===== src/rtl/epcs_rope_reader.sv =====
// epcs_rope_reader
// Fetches 16-bit core-rope words for the AGC from the EPCS serial configuration
// flash. It uses the READ command (0x03), a 24-bit byte address and SPI mode 0.
// Only one request is in flight at a time.
//
// Ports:
//   SIM_CLK, SIM_RST_n  - clock; asynchronous active-low reset
//   RD_REQ, RD_ADDR     - word request, accepted when RD_REQ=1 and BUSY=0
//   RD_DATA, RD_VALID   - fetched word, with a one-cycle valid pulse
//   BUSY                - 1 when a request would not be accepted this cycle
//   EPCS_CSN/DCLK/ASDI  - flash chip select, serial clock, command/address out
//   EPCS_DATA           - flash serial data in
//
// Optional feature, macro EPCS_STREAM_EN:
//   After a word is returned, chip select is held low in HOLD for up to
//   HOLD_CYCLES. A request for the next word continues the open READ and skips
//   the command and address phases.
module epcs_rope_reader #(
    parameter int          CLK_DIV     = 2,
    parameter logic [23:0] BASE_ADDR   = 24'h100000,
    parameter int          CS_GAP      = 6,
    parameter int          HOLD_CYCLES = 64
) (
    input  logic        SIM_CLK,
    input  logic        SIM_RST_n,
    input  logic        RD_REQ,
    input  logic [15:0] RD_ADDR,
    output logic [15:0] RD_DATA,
    output logic        RD_VALID,
    output logic        BUSY,
    output logic        EPCS_CSN,
    output logic        EPCS_DCLK,
    output logic        EPCS_ASDI,
    input  logic        EPCS_DATA
);

    // One counter serves both the CS gap and the hold timeout.
    localparam int CNT_MAX = (HOLD_CYCLES > CS_GAP) ? HOLD_CYCLES : CS_GAP;
    localparam int CNT_W   = $clog2(CNT_MAX + 1);
    localparam int DIV_W   = $clog2(CLK_DIV + 1);

    typedef enum logic [2:0] {
        S_GAP, S_IDLE, S_CMD, S_ADDR, S_DATA, S_DONE, S_HOLD
    } state_t;

    state_t           state;
    logic [CNT_W-1:0] cnt;
    logic [DIV_W-1:0] div_cnt;
    logic [4:0]       bit_cnt;
    logic [31:0]      tx_sr;     // {command, byte address}, MSB on ASDI
    logic [15:0]      rx_sr;
    logic [23:0]      req_byte_addr;
    logic             half_end;
`ifdef EPCS_STREAM_EN
    logic [15:0]      last_addr;
    logic             pending;   // accepted in HOLD, waiting for CS gap to finish
`endif

    assign req_byte_addr = BASE_ADDR + {7'b0, RD_ADDR, 1'b0};
    assign half_end      = (div_cnt == DIV_W'(CLK_DIV - 1));

    always_ff @(posedge SIM_CLK or negedge SIM_RST_n) begin
        if (!SIM_RST_n) begin
            state     <= S_GAP;
            cnt       <= '0;
            div_cnt   <= '0;
            bit_cnt   <= '0;
            tx_sr     <= '0;
            rx_sr     <= '0;
            RD_DATA   <= '0;
            RD_VALID  <= 1'b0;
            BUSY      <= 1'b1;
            EPCS_CSN  <= 1'b1;
            EPCS_DCLK <= 1'b0;
            EPCS_ASDI <= 1'b0;
`ifdef EPCS_STREAM_EN
            last_addr <= '0;
            pending   <= 1'b0;
`endif
        end else begin
            case (state)
                S_GAP: begin
                    cnt <= cnt + CNT_W'(1);
                    if (cnt == CNT_W'(CS_GAP - 1)) begin
                        cnt   <= '0;
                        state <= S_IDLE;
                        BUSY  <= 1'b0;
`ifdef EPCS_STREAM_EN
                        if (pending) begin
                            pending   <= 1'b0;
                            state     <= S_CMD;
                            BUSY      <= 1'b1;
                            EPCS_CSN  <= 1'b0;
                            EPCS_ASDI <= tx_sr[31];
                            div_cnt   <= '0;
                            bit_cnt   <= '0;
                        end
`endif
                    end
                end
                S_IDLE: begin
                    if (RD_REQ) begin
                        tx_sr     <= {8'h03, req_byte_addr};
                        state     <= S_CMD;
                        BUSY      <= 1'b1;
                        EPCS_CSN  <= 1'b0;
                        EPCS_ASDI <= 1'b0;   // MSB of 0x03
                        div_cnt   <= '0;
                        bit_cnt   <= '0;
`ifdef EPCS_STREAM_EN
                        last_addr <= RD_ADDR;
`endif
                    end
                end
                S_CMD, S_ADDR, S_DATA: begin
                    div_cnt <= div_cnt + DIV_W'(1);
                    if (half_end) begin
                        div_cnt   <= '0;
                        EPCS_DCLK <= ~EPCS_DCLK;
                        if (!EPCS_DCLK) begin
                            // rising DCLK edge: sample flash output
                            if (state == S_DATA) rx_sr <= {rx_sr[14:0], EPCS_DATA};
                        end else begin
                            // falling DCLK edge closes the bit; next ASDI bit goes out
                            bit_cnt   <= bit_cnt + 5'd1;
                            tx_sr     <= {tx_sr[30:0], 1'b0};
                            EPCS_ASDI <= tx_sr[30];
                            if (state == S_CMD && bit_cnt == 5'd7) begin
                                state   <= S_ADDR;
                                bit_cnt <= '0;
                            end
                            if (state == S_ADDR && bit_cnt == 5'd23) begin
                                state     <= S_DATA;
                                bit_cnt   <= '0;
                                EPCS_ASDI <= 1'b0;
                            end
                            if (state == S_DATA && bit_cnt == 5'd15) begin
                                state    <= S_DONE;
                                RD_VALID <= 1'b1;
                                RD_DATA  <= rx_sr;
                            end
                        end
                    end
                end
                S_DONE: begin
                    RD_VALID <= 1'b0;
                    cnt      <= '0;
`ifdef EPCS_STREAM_EN
                    state    <= S_HOLD;
                    BUSY     <= 1'b0;
`else
                    state    <= S_GAP;
                    EPCS_CSN <= 1'b1;
`endif
                end
`ifdef EPCS_STREAM_EN
                S_HOLD: begin
                    cnt <= cnt + CNT_W'(1);
                    // a request in the timeout cycle takes priority over the timeout
                    if (RD_REQ) begin
                        BUSY      <= 1'b1;
                        cnt       <= '0;
                        last_addr <= RD_ADDR;
                        if (last_addr != 16'hFFFF && RD_ADDR == last_addr + 16'd1) begin
                            // flash auto-increments, so just keep clocking data
                            state   <= S_DATA;
                            div_cnt <= '0;
                            bit_cnt <= '0;
                        end else begin
                            state    <= S_GAP;
                            EPCS_CSN <= 1'b1;
                            pending  <= 1'b1;
                            tx_sr    <= {8'h03, req_byte_addr};
                        end
                    end else if (cnt == CNT_W'(HOLD_CYCLES - 1)) begin
                        state    <= S_GAP;
                        EPCS_CSN <= 1'b1;
                        BUSY     <= 1'b1;
                        cnt      <= '0;
                    end
                end
`endif
                default: begin
                    state    <= S_GAP;
                    EPCS_CSN <= 1'b1;
                    BUSY     <= 1'b1;
                    cnt      <= '0;
                end
            endcase
        end
    end

endmodule


===== config.mk =====
export PLATFORM = sky130hd
export DESIGN_NAME = epcs_rope_reader
export DESIGN_NICKNAME = d
export VERILOG_FILES = /design/src/rtl/epcs_rope_reader.sv
export SDC_FILE = /design/constraint.sdc
export NUM_CORES = 1
export LEC_CHECK = 0
export ABC_CLOCK_PERIOD_IN_PS = 3500
export CORE_UTILIZATION = 30
export DETAILED_ROUTE_END_ITERATION = 10
export PLACE_DENSITY = 0.5
export SYNTH_ARGS = -nofsm -noshare
export SYNTH_HDL_FRONTEND = slang
export SYNTH_SLANG_ARGS = --single-unit

===== constraint.sdc =====
create_clock -name SIM_CLK -period 3.5 [get_ports SIM_CLK]
set_input_delay 0.35 -clock SIM_CLK [delete_from_list [all_inputs] [get_ports SIM_CLK]]
set_output_delay 0.35 -clock SIM_CLK [all_outputs]
set_load 0.005 [all_outputs]

# == Word level (Yosys, flattened, before mapping) ==
# Index checks and enable logic that the tools add are counted.
# totals
ff_bits,85
out_inout_bits,21
wordCells,90
# op_classes
addsub,4
n_eq_ne,16
mux,36
bitwise,3
reduce_logical,19
# op_table
operator,count
$mux W31,3
$pmux W31 S2,1
$mux W5,5
$add A21 B17 Y22 const A,1
$mux W3,7
$reduce_and A4 Y1,4
$pmux W7 S2,1
$reduce_or A4 Y1,3
$ne A2 B2 Y1 const B,5
$pmux W5 S2,1
$mux W1,9
$pmux W3 S3,1
$add A7 B1 Y7 const B,1
$eq A7 B3 Y1 const B,1
$mux W7,1
$eq A3 B2 Y1 const B,2
$eq A3 B3 Y1 const B,2
$pmux W1 S2,3
$reduce_and A2 Y1,3
$add A5 B1 Y5 const B,1
$eq A5 B3 Y1 const B,1
$eq A5 B4 Y1 const B,1
$eq A5 B5 Y1 const B,1
$reduce_and A5 Y1,1
other kinds (13),19

# == Longest topological paths before layout ==
# Gate-level depths: netlist of run 1.
# depth
ltp_word,8
mapped_depth,8
ltp_nobuf,6

# == Worst setup path after synthesis of run 1 ==
# No wires, ideal clock.
# synth_path
path_kind,register to register
from,register state[1]
to,register rx_sr[10]
arrival_ns,1.876
required_time_ns,3.375
setup_slack_ns,1.499
path_stages_with_launch,7
path_buffers,3
synth_period_minus_slack_ns,2.001
cell_sequence,dfrtp_1 buf_4 or3b_4 or4_1 buf_6 buf_8 mux2_4
# synth_between
elab_chain_len,3
word_cells_on_any_way,5
# synth_rtl
element,line,text
start: declaration,46,state_t state;
start signal: assignment,64,state <= S_GAP;
start signal: assignment,86,state <= S_IDLE;
start signal: assignment,104,state <= S_CMD;
$eq A3 B3 Y1 or $eq A3 B2 Y1 (tied branches),"81, 122",
$reduce_or A3 Y1,81,case (state)
$reduce_and A4 Y1 (no line) (*),n/a,
end signal: assignment,122,"if (state == S_DATA) rx_sr <= {rx_sr[14:0], EPCS_DATA};"
end: declaration,51,logic [15:0] rx_sr;
# Every way passes the cells marked *; elsewhere a longest branch is shown, timed or not.
# A chain may end at the register's enable or synchronous reset.

# == Final worst setup path of run 1 ==
# layout_path
from,register state[2]
to,register RD_DATA[9]
# layout_between
elab_chain_len,3
word_cells_on_any_way,6
# layout_rtl
element,line,text
$eq A3 B3 Y1 or $eq A3 B2 Y1 (tied branches),"81, 137",
$reduce_or A3 Y1 or $logic_and A1 B1 Y1 (tied branches),"81, 137",
$reduce_and A4 Y1 (no line) (*),n/a,
end signal: assignment,140,RD_DATA <= rx_sr;
end: declaration,28,"output logic [15:0] RD_DATA,"
# Marked as above.

==> results of run 1 <==
[cell type report]
type                    instances  area share (%)
clock buffers                   9            4.84
repair buffers                 46            9.51
well taps                     168            4.51
multi-input cells             227            33.8
clock inverters                 6            1.40
flip-flops and latches         84            45.2
inverters                       9           0.725
[cell usage after synthesis (all sizes together), types with 3 or more instances]
cell type | n | area, sq um
ha | 4 | 50.1
o211ai | 3 | 22.5
buf | 9 | 63.8
mux2i | 15 | 150
clkbuf | 14 | 52.6
mux2 | 33 | 409
a21oi | 8 | 40.0
a211oi | 3 | 22.5
a21o | 3 | 22.5
o21ai | 47 | 235
nand3 | 35 | 175
nor2 | 11 | 41.3
and3 | 4 | 25.0
xnor2 | 3 | 26.3
inv | 9 | 33.8
nor2b | 3 | 18.8
dfrtp | 82 | 2050
nand2 | 23 | 86.3
[state kept, by name, summed over array words and instances (netlist names), 2 cells and up]
| name | cells |
|---|---|
| tx_sr | 30 |
| state | 3 |
| bit_cnt | 5 |
| rx_sr | 16 |
| cnt | 7 |
| div_cnt | 2 |
| RD_DATA | 16 |
[cell usage in the layout, fill, tap and decap left out, types with 9 or more instances in the layout]
master and n:
sky130_fd_sc_hd__nand2_1 23, sky130_fd_sc_hd__clkbuf_16 9, sky130_fd_sc_hd__o21ai_0 46, sky130_fd_sc_hd__nand3_1 35, sky130_fd_sc_hd__nor2_1 11, sky130_fd_sc_hd__inv_1 9
sky130_fd_sc_hd__dfrtp_1 82, sky130_fd_sc_hd__mux2_2 23, sky130_fd_sc_hd__mux2i_1 15, sky130_fd_sc_hd__mux2_4 10, sky130_fd_sc_hd__clkdlybuf4s50_1 39
[logic make-up after synthesis]
logic type | Yosys count
compound gates | 79
xor+xnor | 4
fa+ha+maj | 4
buf+inv | 32
flops | 84
mux | 48
simple gates | 92
[through the flow]
step	cell area, sq um	setup slack [ns]	hold slack [ns]	std cells
after floorplan	3830	1.50	0.0544	343
after global placement	4370	1.07	0.483	534
after detailed placement	4370	1.03	0.487	534
after CTS	4660	1.01	0.199	549
after global routing	4660	0.757	0.251	549
final	4660	1.03	0.147	549
[layer usage]
layer | vias up | GRT usage (%)
met5 | - | 0
met4 | 0 | 4.68
met3 | 11 | 3.95
met2 | 55 | 20.1
met1 | 1340 | 16.8
li1 | 1292 | -
[power groups by stage]
stage	sequential [mW]	clock, mW	combinational [mW]
floorplan	1.20	0	0.280
global placement	1.22	0	0.404
detailed placement	1.23	0	0.415
CTS	1.21	0.972	0.416
global route	1.23	1.00	0.477
finish	1.21	0.941	0.407
[final timing paths]
kind | end | slack (ns)
setup / recovery | RD_DATA[9]$_DFFE_PN0P_ | 1.03
hold / removal | cnt[2]$_DFFE_PN0N_ | 0.15
setup reg to reg | RD_DATA[9]$_DFFE_PN0P_ | 1.03
hold reg to reg | tx_sr[12]$_DFFE_PN0P_ | 0.50
max in group asynchronous | tx_sr[29]$_DFFE_PN0P_ | 2.64
min in group SIM_CLK | tx_sr[12]$_DFFE_PN0P_ | 0.50
==> results.txt, run 1 <==
----------------------------------------------------
[Finish]
  Share of the core filled with cells in the final layout ... 38.1%
  Layout cells sized above 1 ... 16.0%
  Area used by multi-input combinational logic ... 1580 sq um
  Area growth from synthesis to layout ... 21.7%
  Ant diodes ... 0
  Layout net count ... 401
  Total area of sequential cells ... 2100 sq um
  Fill cells ... 1,248

[CTS]
  Total of hold buffers inserted after clock tree synthesis ... 0
  Post-CTS Resized ... 0
  Clock transition time at the flip-flop clock pins of the worst setup and hold paths ... 0.06 ns
  Maximum buffer depth of the clock tree ... 2
  CTS tree ... built
  Clock Latency Late Sink ... 0.35 ns
  Root buf cell ... sky130_fd_sc_hd__clkbuf_16
  Number of buffers created by CTS ... 9
  Post-CTS Repair Setup Buffers ... 0
  CTS Sinks ... 84
  CTS HTree Levels ... 3

[Critical path]
  Worst R2R Start ... state[2]$_DFFE_PN0P_
  Critical path class ... reg2reg
  Slowest library cell on the worst path ... sky130_fd_sc_hd__and3_1
  Critical path startpoint category ... register
  Setup crit start ... state[2]$_DFFE_PN0P_
  Series of cell instances along the critical path ... nor3b_1 -> and3_1 -> mux2_2
  Worst setup EP type ... register
  Gate family responsible for the most delay along the worst path ... simple AND/OR/NAND/NOR gates
  Worst path buffer plus inverter count ... 0
  Endpoint required time on the critical path ... 3.73 ns
  Worst EP arrival ... 2.70 ns
  Worst-path maximum fanout ... 18
  Worst R2R Path Depth ... 3
  Delay of the slowest critical-path stage ... 0.76 ns
  Depth of the critical timing path with buffers and inverters included ... 3

[Floorplanning]
  Floorplan core area ... 12,200 sq um
  Initial Util ... 31.3%
  Floorplan die height ... 115 um
  Die Outline Area ... 13,200 sq um
  Row Count ... 40
  I/O pin count ... 41
  Chip Width ... 115 um

[Synth]
  Synthesized-area fraction occupied by and/or/nand/nor cells ... 12.1%
  Cell Area, Synth ... 3830 sq um
  Cell count after synthesis ... 343
  Post-synthesis compound-gate area fraction ... 12.1%
  Sequential-to-total area share from yosys stat ... 55.0%
  Number of enable-type register cells in the synthesized netlist ... 0
  Nets in the synthesized netlist ... 367
  Post-synthesis mux area share ... 14.6%
  Top flip-flop cell by instance count after synthesis ... sky130_fd_sc_hd__dfrtp_1
  Number of warnings reported in the yosys synthesis log ... 0
  Parity-gate share of the synthesized area counting xor and xnor cells ... 0.916%
  Synthesized area divided by synthesized cell count ... 11.2 sq um
  Asr flop ratio synth ... 100%
  Distinct cell type count after synthesis ... 51
  Adder-cell area share of the yosys netlist ... 1.31%
  Largest family of logic cells by synthesized area ... multiplexers
  Number of register bits inferred by synthesis ... 84

[Pwr]
  Internal power of the cells ... 1.84 mW
  Leakage dissipation ... 2.14 nW
  Cell Pwr Density ... 550 nW/um^2
  Worst supply voltage drop on vdd ... 0.322 mV
  Sw frac ... 28.2%
  Clock power share ... 36.8%
  Switching component of the power ... 722 uW
  Fraction of power consumed by combinational cells ... 15.9%
  Sequential Power Share ... 47.3%
  Final Total Pwr ... 2.56 mW

[Detailed routing]
  Count of TritonRoute iterations in the first routing pass ... 4
  Remaining design rule violation count ... 0
  Wirelength, routed ... 7620 um
  Routed vias ... 2,698
  Routed wire per std cell ... 13.9 um
  Sum of met2 wire segment lengths after detailed routing ... 3600 um
  Met3 wire length ... 379 um
  Antenna Violating Nets Remaining ... 0
  Uppermost signal routing layer after detailed routing ... met4
  Vias per Instance ... 4.91
  Iter 0 DRT Violations ... 140
  Wire length on met1 ... 3550 um

[Timing]
  Pins Over Slew Limit ... 0
  Count of endpoints failing setup in the final report ... 0
  Worst clock skew on the final layout ... 0.00973 ns
  Relative slew slack ... 37.5%
  Transition at the pin with the smallest max-transition slack ... 0.938 ns
  Top achievable clock speed ... 405 MHz
  Minimum clock period ... 2.47 ns
  Setup tns final ... 0 ns
  Final hold viol count ... 0
  Unrepaired setup endpoints after global routing ... false
  Share of the cycle needed by the critical path after routing ... 70.6%

[GRT]
  Total routing usage reported by global routing ... 12.9%
  Pin count of the biggest net entering global routing ... 76
  Number of antenna violations at the first check in global routing ... 0
  Via count of the first global-routing pass ... 2,679
  Wire length of the first global-routing pass ... 13,200 um
  Overflow left after global routing ... 0

[Run status]
  Result of the run ... complete, no violations

[Flow run]
  MaxCap Viol Count ... 0

[Placement]
  Gpl congestion ... 0.747
  DPL Wire Length ... 4810 um
  Number of input and output port buffers inserted ... 40

[Worst hold path]
  Classification of the worst-slack hold path ... in2async

----------------------------------------------------
No activity file was read; power rests on OpenSTA's default activity.
==> inputs of run 2 (changes only) <==
--- a/config.mk
+++ b/config.mk
@@ -5,10 +5,10 @@
 export SDC_FILE = /design/constraint.sdc
 export NUM_CORES = 1
 export LEC_CHECK = 0
-export ABC_CLOCK_PERIOD_IN_PS = 3500
+export ABC_CLOCK_PERIOD_IN_PS = 2060
 export CORE_UTILIZATION = 30
 export DETAILED_ROUTE_END_ITERATION = 10
-export PLACE_DENSITY = 0.5
+export PLACE_DENSITY = 0.51
 export SYNTH_ARGS = -nofsm -noshare
 export SYNTH_HDL_FRONTEND = slang
 export SYNTH_SLANG_ARGS = --single-unit
==> constraint.sdc (replaced) <==
create_clock -name SIM_CLK -period 2.06 [get_ports SIM_CLK]
set_input_delay 0.206 -clock SIM_CLK [delete_from_list [all_inputs] [get_ports SIM_CLK]]
set_output_delay 0.206 -clock SIM_CLK [all_outputs]
set_load 0.005 [all_outputs]
==> results.txt, run 2 (synthesis gave the netlist of run 1 again) <==
----------------------------------------------------
[Timing]
  Worst clock skew on the final layout ... 0.00464 ns (was 0.00973 ns)
  Pins Over Slew Limit ... 0 (unchanged)
  Final hold viol count ... 0 (unchanged)
  Min Hold Slack ... 0.415 ns (was 0.147 ns)
  Count of endpoints failing setup in the final report ... 0 (unchanged)
  Relative slew slack ... 58.0% (was 37.5%)
  Transition at the pin with the smallest max-transition slack ... 0.630 ns (was 0.938 ns)
  Worst setup margin ... 0.144 ns (was 1.03 ns)
  Top achievable clock speed ... 522 MHz (was 405 MHz)
  Unrepaired setup endpoints after global routing ... false (unchanged)
  Share of the cycle needed by the critical path after routing ... 93.0% (was 70.6%)
  Minimum clock period ... 1.92 ns (was 2.47 ns)

[Pwr]
  Clock power share ... 37.2% (was 36.8%)
  Internal power of the cells ... 3.20 mW (was 1.84 mW)
  Leakage dissipation ... 2.24 nW (was 2.14 nW)
  Cell Pwr Density ... 924 nW/um^2 (was 550 nW/um^2)
  Switching component of the power ... 1.27 mW (was 722 uW)
  Sw frac ... 28.4% (was 28.2%)
  Sequential Power Share ... 45.6% (was 47.3%)
  Fraction of power consumed by combinational cells ... 17.2% (was 15.9%)
  Worst supply voltage drop on vdd ... 0.533 mV (was 0.322 mV)

[CTS]
  Root buf cell ... sky130_fd_sc_hd__clkbuf_16 (unchanged)
  Post-CTS Repair Setup Buffers ... 0 (unchanged)
  Number of buffers created by CTS ... 9 (unchanged)
  Maximum buffer depth of the clock tree ... 2 (unchanged)
  Clock Latency Late Sink ... 0.33 ns (was 0.35 ns)
  CTS Sinks ... 84 (unchanged)
  Clock transition time at the flip-flop clock pins of the worst setup and hold paths ... 0.07 ns (was 0.06 ns)
  CTS HTree Levels ... 3 (unchanged)
  CTS tree ... built (unchanged)

[Finish]
  Register containing the most flip-flops in the final layout ... tx_sr (unchanged)
  Area growth from synthesis to layout ... 26.4% (was 21.7%)
  Max reg flops ... 30 (unchanged)
  Fill cells ... 1,270 (was 1,248)
  Largest regs ... tx_sr (30), RD_DATA (16), rx_sr (16) (unchanged)
  Layout net count ... 417 (was 401)
  Ant diodes ... 0 (unchanged)
  Final standard cell area without fillers ... 4840 sq um (was 4660 sq um)
  Leading cell type in the layout, fill and taps excluded ... sky130_fd_sc_hd__dfrtp_1 (unchanged)
  Leading cell types in the layout, fill and taps excluded ... sky130_fd_sc_hd__dfrtp_1, sky130_fd_sc_hd__o21ai_0, sky130_fd_sc_hd__clkdlybuf4s50_1 (unchanged)
  Layout cells sized above 1 ... 19.6% (was 16.0%)
  Final cell count without fillers ... 566 (was 549)

[Detailed routing]
  Antenna Violating Nets Remaining ... 0 (unchanged)
  Vias per Instance ... 4.81 (was 4.91)
  Routed vias ... 2,723 (was 2,698)
  Count of TritonRoute iterations in the first routing pass ... 4 (unchanged)
  Remaining design rule violation count ... 0 (unchanged)
  Routed wire per std cell ... 13.4 um (was 13.9 um)
  Wirelength, routed ... 7600 um (was 7620 um)
  Iter 0 DRT Violations ... 122 (was 140)

[Critical path]
  Worst setup EP type ... register (unchanged)
  Delay of the slowest critical-path stage ... 0.44 ns (was 0.76 ns)
  Worst-path maximum fanout ... 16 (was 18)
  Critical path startpoint category ... register (unchanged)
  Series of cell instances along the critical path ... or3b_4 -> or4_1 -> buf_4 -> mux2_4 (was nor3b_1 -> and3_1 -> mux2_2)
  Slowest library cell on the worst path ... sky130_fd_sc_hd__dfrtp_1 (was sky130_fd_sc_hd__and3_1)
  Worst path buffer plus inverter count ... 1 (was 0)
  Critical path class ... reg2reg (unchanged)
  Gate family responsible for the most delay along the worst path ... simple AND/OR/NAND/NOR gates (unchanged)
  Worst EP arrival ... 2.14 ns (was 2.70 ns)
  Worst-case register-to-register setup slack ... 0.14 ns (was 1.03 ns)
  Endpoint required time on the critical path ... 2.29 ns (was 3.73 ns)

[Placement]
  Pre-CTS worst setup slack ... -0.0596 ns (was 1.03 ns)
  Number of input and output port buffers inserted ... 40 (unchanged)
  DPL Wire Length ... 5030 um (was 4810 um)
  Number of placed cells counting well taps ... 549 (was 534)
  Gpl congestion ... 0.764 (was 0.747)
  Instance area at placement ... 4520 sq um (was 4370 sq um)

[Flow run]
  MaxCap Viol Count ... 0 (unchanged)

[Floorplanning]
  Row Count ... 40 (unchanged)
  Chip Width ... 115 um (unchanged)
  Floorplan die height ... 115 um (unchanged)
  I/O pin count ... 41 (unchanged)
  Initial Util ... 31.3% (unchanged)
  Floorplan core area ... 12,200 sq um (unchanged)
  Die Outline Area ... 13,200 sq um (unchanged)

[GRT]
  Pin count of the biggest net entering global routing ... 48 (was 76)
  Number of antenna violations at the first check in global routing ... 0 (unchanged)
  Via count of the first global-routing pass ... 2,741 (was 2,679)
  Grt met1 use ... 17.1% (was 16.8%)
  Wire length of the first global-routing pass ... 13,300 um (was 13,200 um)
  M2 GR Usage ... 20.0% (was 20.1%)
  Met3 track demand over resource in global routing ... 3.58% (was 3.95%)
  Overflow left after global routing ... 0 (unchanged)
  Total routing usage reported by global routing ... 12.8% (was 12.9%)
  Most Used Layer, Global Route ... met2 (unchanged)

[Worst hold path]
  Classification of the worst-slack hold path ... in2async (unchanged)

[Run status]
  Result of the run ... complete, no violations (unchanged)

----------------------------------------------------
-- run 2: cell types whose count changed in the layout (fill, tap and decap cells not counted), sizes merged --
cell         delta
buf            +15
inv             +2
clkinvlp        -1
dlygate4sd3     +1
-- run 2: worst paths after layout --
path | depth (start not counted) | startpoint | to
worst max-delay path | 4 | state[2]$_DFFE_PN0P_ | rx_sr[14]$_DFFE_PN0P_
worst min-delay path | 2 | SIM_RST_n | cnt[5]$_DFFE_PN0N_
worst max register to register | 4 | state[2]$_DFFE_PN0P_ | rx_sr[14]$_DFFE_PN0P_
worst min register to register | 2 | tx_sr[7]$_DFFE_PN0P_ | tx_sr[7]$_DFFE_PN0P_
max in group asynchronous | 3 | SIM_RST_n | rx_sr[0]$_DFFE_PN0P_
min in group SIM_CLK | 2 | RD_ADDR[0] | tx_sr[1]$_DFFE_PN0P_
-- run 2: layout make-up --
class / count / area (sq um) / area share, %
inverter: 9 / 33.8 / 0.698
sequential: 84 / 2100 / 43.5
multi-input combinational: 227 / 1580 / 32.6
timing repair buffer: 62 / 603 / 12.5
clock inverter: 7 / 83.8 / 1.73
tap: 168 / 210 / 4.35
clock buffer: 9 / 225 / 4.66
-- run 2: power groups by stage --
stage / Clock, mW / Sequential (mW) / Combinational, mW
2_1_floorplan: 0 / 2.03 / 0.476
3_3_place_gp: 0 / 2.06 / 0.760
3_5_place_dp: 0 / 2.07 / 0.779
4_1_cts: 1.72 / 2.04 / 0.786
5_1_grt: 1.78 / 2.07 / 0.896
6_report: 1.66 / 2.04 / 0.769
-- run 2: layer usage --
metal | wire length, um | up-vias
met4 | 95 | 0
met1 | 3820 | 1332
met5 | 0 | -
li1 | - | 1321
met3 | 335 | 9
met2 | 3340 | 61
-- run 2: stage by stage --
step	TNS, ns	total power [mW]	utilization [%]
2_1_floorplan	0	2.51	-
3_3_place_gp	-0.312	2.82	37.0
3_5_place_dp	-0.872	2.85	37.0
4_1_cts	0	4.55	39.6
5_1_grt	0	4.75	39.6
6_report	0	4.47	39.6
-- run 2: repair_timing --
action	in CTS	in global routing
endpoints found under the setup margin	16	0
hold endpoints to repair	43	0
hold buffers	1	0
resized for setup	1	0
==> inputs of run 3 (changes only) <==
--- a/config.mk
+++ b/config.mk
@@ -5,6 +5,7 @@
 export SDC_FILE = /design/constraint.sdc
 export NUM_CORES = 1
 export LEC_CHECK = 0
+export ABC_AREA = 1
 export ABC_CLOCK_PERIOD_IN_PS = 2060
 export CORE_UTILIZATION = 30
 export DETAILED_ROUTE_END_ITERATION = 10
==> results.txt, run 3 <==
----------------------------------------------------
[Detailed routing]
  Remaining design rule violation count ... 0 (unchanged)
  Vias per Instance ... 4.37 (was 4.81)
  Routed vias ... 2,878 (was 2,723)
  Count of TritonRoute iterations in the first routing pass ... 4 (unchanged)
  Wirelength, routed ... 7490 um (was 7600 um)
  Iter 0 DRT Violations ... 89 (was 122)
  Routed wire per std cell ... 11.4 um (was 13.4 um)
  Antenna Violating Nets Remaining ... 0 (unchanged)

[Critical path]
  Worst-path maximum fanout ... 25 (was 16)
  Critical path class ... reg2reg (unchanged)
  Worst setup EP type ... register (unchanged)
  Endpoint required time on the critical path ... 2.31 ns (was 2.29 ns)
  Delay of the slowest critical-path stage ... 0.41 ns (was 0.44 ns)
  Slowest library cell on the worst path ... sky130_fd_sc_hd__dfrtp_1 (unchanged)
  Series of cell instances along the critical path ... ha_1 -> nand2_1 -> nor2_1 -> ha_1 -> nand3_1 -> nor2_4 -> inv_2 -> nand2_1 -> o21ai_1 (was or3b_4 -> or4_1 -> buf_4 -> mux2_4)
  Critical path startpoint category ... register (unchanged)
  Worst R2R Path Depth ... 9 (was 4)
  Worst-case register-to-register setup slack ... 0.26 ns (was 0.14 ns)
  Worst EP arrival ... 2.05 ns (was 2.14 ns)
  Capturing point of the worst reg2reg path ... RD_DATA[0]$_DFFE_PN0P_ (was rx_sr[14]$_DFFE_PN0P_)
  Worst R2R Start ... bit_cnt[0]$_DFFE_PN0P_ (was state[2]$_DFFE_PN0P_)

[Pwr]
  Internal power of the cells ... 3.44 mW (was 3.20 mW)
  Cell Pwr Density ... 1180 nW/um^2 (was 924 nW/um^2)
  Leakage dissipation ... 2.20 nW (was 2.24 nW)
  Clock power share ... 26.8% (was 37.2%)
  Sequential Power Share ... 40.5% (was 45.6%)
  Worst supply voltage drop on vdd ... 0.513 mV (was 0.533 mV)
  Fraction of power consumed by combinational cells ... 32.7% (was 17.2%)
  Sw frac ... 36.9% (was 28.4%)
  Switching component of the power ... 2.01 mW (was 1.27 mW)
  Final Total Pwr ... 5.45 mW (was 4.47 mW)

[Finish]
  Layout net count ... 509 (was 417)
  Leading cell type in the layout, fill and taps excluded ... sky130_fd_sc_hd__nand2_1 (was sky130_fd_sc_hd__dfrtp_1)
  Area growth from synthesis to layout ... 23.1% (was 26.4%)
  Register containing the most flip-flops in the final layout ... tx_sr (unchanged)
  Largest regs ... tx_sr (30), RD_DATA (16), rx_sr (16) (unchanged)
  Max reg flops ... 30 (unchanged)
  Fill cells ... 1,291 (was 1,270)
  Layout cells sized above 1 ... 9.80% (was 19.6%)
  Final standard cell area without fillers ... 4630 sq um (was 4840 sq um)
  Leading cell types in the layout, fill and taps excluded ... sky130_fd_sc_hd__nand2_1, sky130_fd_sc_hd__dfrtp_1, sky130_fd_sc_hd__o21ai_0 (was sky130_fd_sc_hd__dfrtp_1, sky130_fd_sc_hd__o21ai_0, sky130_fd_sc_hd__clkdlybuf4s50_1)
  Ant diodes ... 0 (unchanged)

[Placement]
  Gpl congestion ... 0.802 (was 0.764)
  Instance area at placement ... 4350 sq um (was 4520 sq um)
  Number of input and output port buffers inserted ... 40 (unchanged)
  DPL Wire Length ... 5210 um (was 5030 um)

[Synth]
  Most frequent cells after synthesis ... sky130_fd_sc_hd__nand2_1, sky130_fd_sc_hd__dfrtp_1, sky130_fd_sc_hd__o21ai_0 (was sky130_fd_sc_hd__dfrtp_1, sky130_fd_sc_hd__o21ai_0, sky130_fd_sc_hd__nand3_1)
  Top flip-flop cell by instance count after synthesis ... sky130_fd_sc_hd__dfrtp_1 (unchanged)
  Largest cells by area after synthesis ... sky130_fd_sc_hd__dfrtp_1, sky130_fd_sc_hd__nand2_1, sky130_fd_sc_hd__o21ai_0 (was sky130_fd_sc_hd__dfrtp_1, sky130_fd_sc_hd__mux2_2, sky130_fd_sc_hd__o21ai_0)
  Post-synthesis compound-gate area fraction ... 11.0% (was 12.1%)
  Asr flop ratio synth ... 100% (unchanged)
  Cell count after synthesis ... 440 (was 343)
  Sequential-to-total area share from yosys stat ... 56.0% (was 55.0%)
  Number of warnings reported in the yosys synthesis log ... 0 (unchanged)
  Cell with the most instances after synthesis ... sky130_fd_sc_hd__nand2_1 (was sky130_fd_sc_hd__dfrtp_1)
  Distinct cell type count after synthesis ... 26 (was 51)
  Largest family of logic cells by synthesized area ... simple AND/OR/NAND/NOR gates (was multiplexers)
  Post-synthesis mux area share ... 0% (was 14.6%)
  Synthesized area divided by synthesized cell count ... 8.55 sq um (was 11.2 sq um)
  Parity-gate share of the synthesized area counting xor and xnor cells ... 0.233% (was 0.916%)
  Number of enable-type register cells in the synthesized netlist ... 0 (unchanged)
  Number of register bits inferred by synthesis ... 84 (unchanged)
  Adder-cell area share of the yosys netlist ... 1.33% (was 1.31%)
  Cell Area, Synth ... 3760 sq um (was 3830 sq um)
  Top-area cell type share of the netlist area ... 54.6% (was 53.6%)
  Largest area contributor in the netlist ... sky130_fd_sc_hd__dfrtp_1 (unchanged)
  Nets in the synthesized netlist ... 464 (was 367)
  Synthesized-area fraction occupied by and/or/nand/nor cells ... 23.6% (was 12.1%)

[GRT]
  Most Used Layer, Global Route ... met2 (unchanged)
  Grt met1 use ... 17.0% (was 17.1%)
  Pin count of the biggest net entering global routing ... 42 (was 48)
  Wire length of the first global-routing pass ... 12,800 um (was 13,300 um)
  Number of antenna violations at the first check in global routing ... 0 (unchanged)
  Via count of the first global-routing pass ... 2,697 (was 2,741)
  Overflow left after global routing ... 0 (unchanged)
  M2 GR Usage ... 19.7% (was 20.0%)
  Met3 track demand over resource in global routing ... 3.35% (was 3.58%)
  Total routing usage reported by global routing ... 12.7% (was 12.8%)

[CTS]
  CTS Sinks ... 84 (unchanged)
  Total of hold buffers inserted after clock tree synthesis ... 1 (unchanged)
  Clock transition time at the flip-flop clock pins of the worst setup and hold paths ... 0.06 ns (was 0.07 ns)
  Maximum buffer depth of the clock tree ... 2 (unchanged)
  CTS tree ... built (unchanged)
  CTS HTree Levels ... 3 (unchanged)
  Clock Latency Late Sink ... 0.33 ns (about the same)
  Root buf cell ... sky130_fd_sc_hd__clkbuf_16 (unchanged)
  Number of buffers created by CTS ... 9 (unchanged)
  Post-CTS Resized ... 0 (was 1)
  Post-CTS Repair Setup Buffers ... 0 (unchanged)

[Floorplanning]
  Floorplan core area ... 12,100 sq um (was 12,200 sq um)
  Floorplan die height ... 114 um (was 115 um)
  Chip Width ... 114 um (was 115 um)
  Initial Util ... 31.0% (was 31.3%)
  Row Count ... 40 (unchanged)
  Die Outline Area ... 13,000 sq um (was 13,200 sq um)
  I/O pin count ... 41 (unchanged)

[Timing]
  Pins Over Slew Limit ... 0 (unchanged)
  Final hold viol count ... 0 (unchanged)
  Minimum clock period ... 1.80 ns (was 1.92 ns)
  Transition at the pin with the smallest max-transition slack ... 0.411 ns (was 0.630 ns)
  Share of the cycle needed by the critical path after routing ... 87.2% (was 93.0%)
  Unrepaired setup endpoints after global routing ... false (unchanged)
  Worst clock skew on the final layout ... 0.00815 ns (was 0.00464 ns)
  Setup tns final ... 0 ns (unchanged)
  Count of endpoints failing setup in the final report ... 0 (unchanged)
  Relative slew slack ... 72.6% (was 58.0%)
  Top achievable clock speed ... 556 MHz (was 522 MHz)

[Run status]
  Result of the run ... complete, no violations (unchanged)

[Worst hold path]
  Classification of the worst-slack hold path ... in2async (unchanged)

[Flow run]
  MaxCap Viol Count ... 0 (unchanged)

----------------------------------------------------
[run 3: cell count changes after synthesis, moves of 10 or more]
cell,delta
sky130_fd_sc_hd__mux2_2,-23
sky130_fd_sc_hd__nor2_1,+10
sky130_fd_sc_hd__mux2_4,-10
sky130_fd_sc_hd__inv_1,+32
sky130_fd_sc_hd__clkbuf_1,-10
sky130_fd_sc_hd__nand2_1,+116
sky130_fd_sc_hd__o21ai_1,+18
sky130_fd_sc_hd__mux2i_1,-15
[run 3: final cells by class]
cell class	count	area, sq um	share of cell area (%)
clock inverters	6	41.3	0.892
flip-flops and latches	84	2100	45.5
inverters	47	179	3.87
multi-input cells	291	1360	29.4
clock buffers	10	229	4.95
repair buffers	52	503	10.9
well taps	168	210	4.54
[run 3: how the worst max path moves through the flow]
stage | to | start | slack, ns | cells after the start
6_report | RD_DATA[0]$_DFFE_PN0P_ | bit_cnt[0]$_DFFE_PN0P_ | 0.26 | 9
5_1_grt | RD_DATA[8]$_DFFE_PN0P_ | bit_cnt[0]$_DFFE_PN0P_ | 0.09 | 9
4_1_cts | RD_DATA[0]$_DFFE_PN0P_ | bit_cnt[0]$_DFFE_PN0P_ | 0.22 | 9
3_5_place_dp | RD_DATA[0]$_DFFE_PN0P_ | bit_cnt[0]$_DFFE_PN0P_ | 0.25 | 9
3_3_place_gp | RD_DATA[10]$_DFFE_PN0P_ | bit_cnt[0]$_DFFE_PN0P_ | 0.27 | 9
2_1_floorplan | RD_DATA[2]$_DFFE_PN0P_ | bit_cnt[0]$_DFFE_PN0P_ | 0.42 | 10
[run 3: critical path, delay by kind of cell, from the launching register on]
family | cells | cell delay, ns
AO/OA/AOI/OAI | 1 | 0.10
buffers and inverters | 1 | 0.31
adder cells (fa/ha/maj) | 2 | 0.41
flip-flops | 1 | 0.41
AND/OR/NAND/NOR | 5 | 0.48
[run 3: per-layer routing]
metal | up-vias | wire (um)
li1 | 1488 | -
met1 | 1338 | 3730
met2 | 45 | 3470
met3 | 7 | 222
met4 | 0 | 74
met5 | - | 0
[run 3: per-stage QoR]
stage          instances  setup WS [ns]  hold WS, ns  util, %
6_report             658          0.263        0.286     38.2
5_1_grt              658         0.0877        0.289     38.2
4_1_cts              658          0.224        0.279     38.2
3_5_place_dp         641          0.250       0.0976     35.9
3_3_place_gp         641          0.266        0.103     35.9
2_1_floorplan        440          0.418      -0.0896        -
[run 3: cell families (layout without fill, tap and decap cells)]
kind of cell	after synthesis	count (layout)
AO/OA/AOI/OAI	79	79
buffers and inverters	65	115
AND/OR/NAND/NOR	207	207
adder cells (fa/ha/maj)	4	4
flip-flops	84	84
XOR/XNOR	1	1
[run 3: power by group through the flow]
| stage | Combinational [mW] | Sequential (mW) | Clock (mW) |
|---|---|---|---|
| 6_report | 1.78 | 2.21 | 1.46 |
| 2_1_floorplan | 1.41 | 2.18 | 0 |
| 4_1_cts | 1.82 | 2.21 | 1.51 |
| 3_3_place_gp | 1.78 | 2.22 | 0 |
| 3_5_place_dp | 1.81 | 2.23 | 0 |
| 5_1_grt | 2.07 | 2.25 | 1.57 |
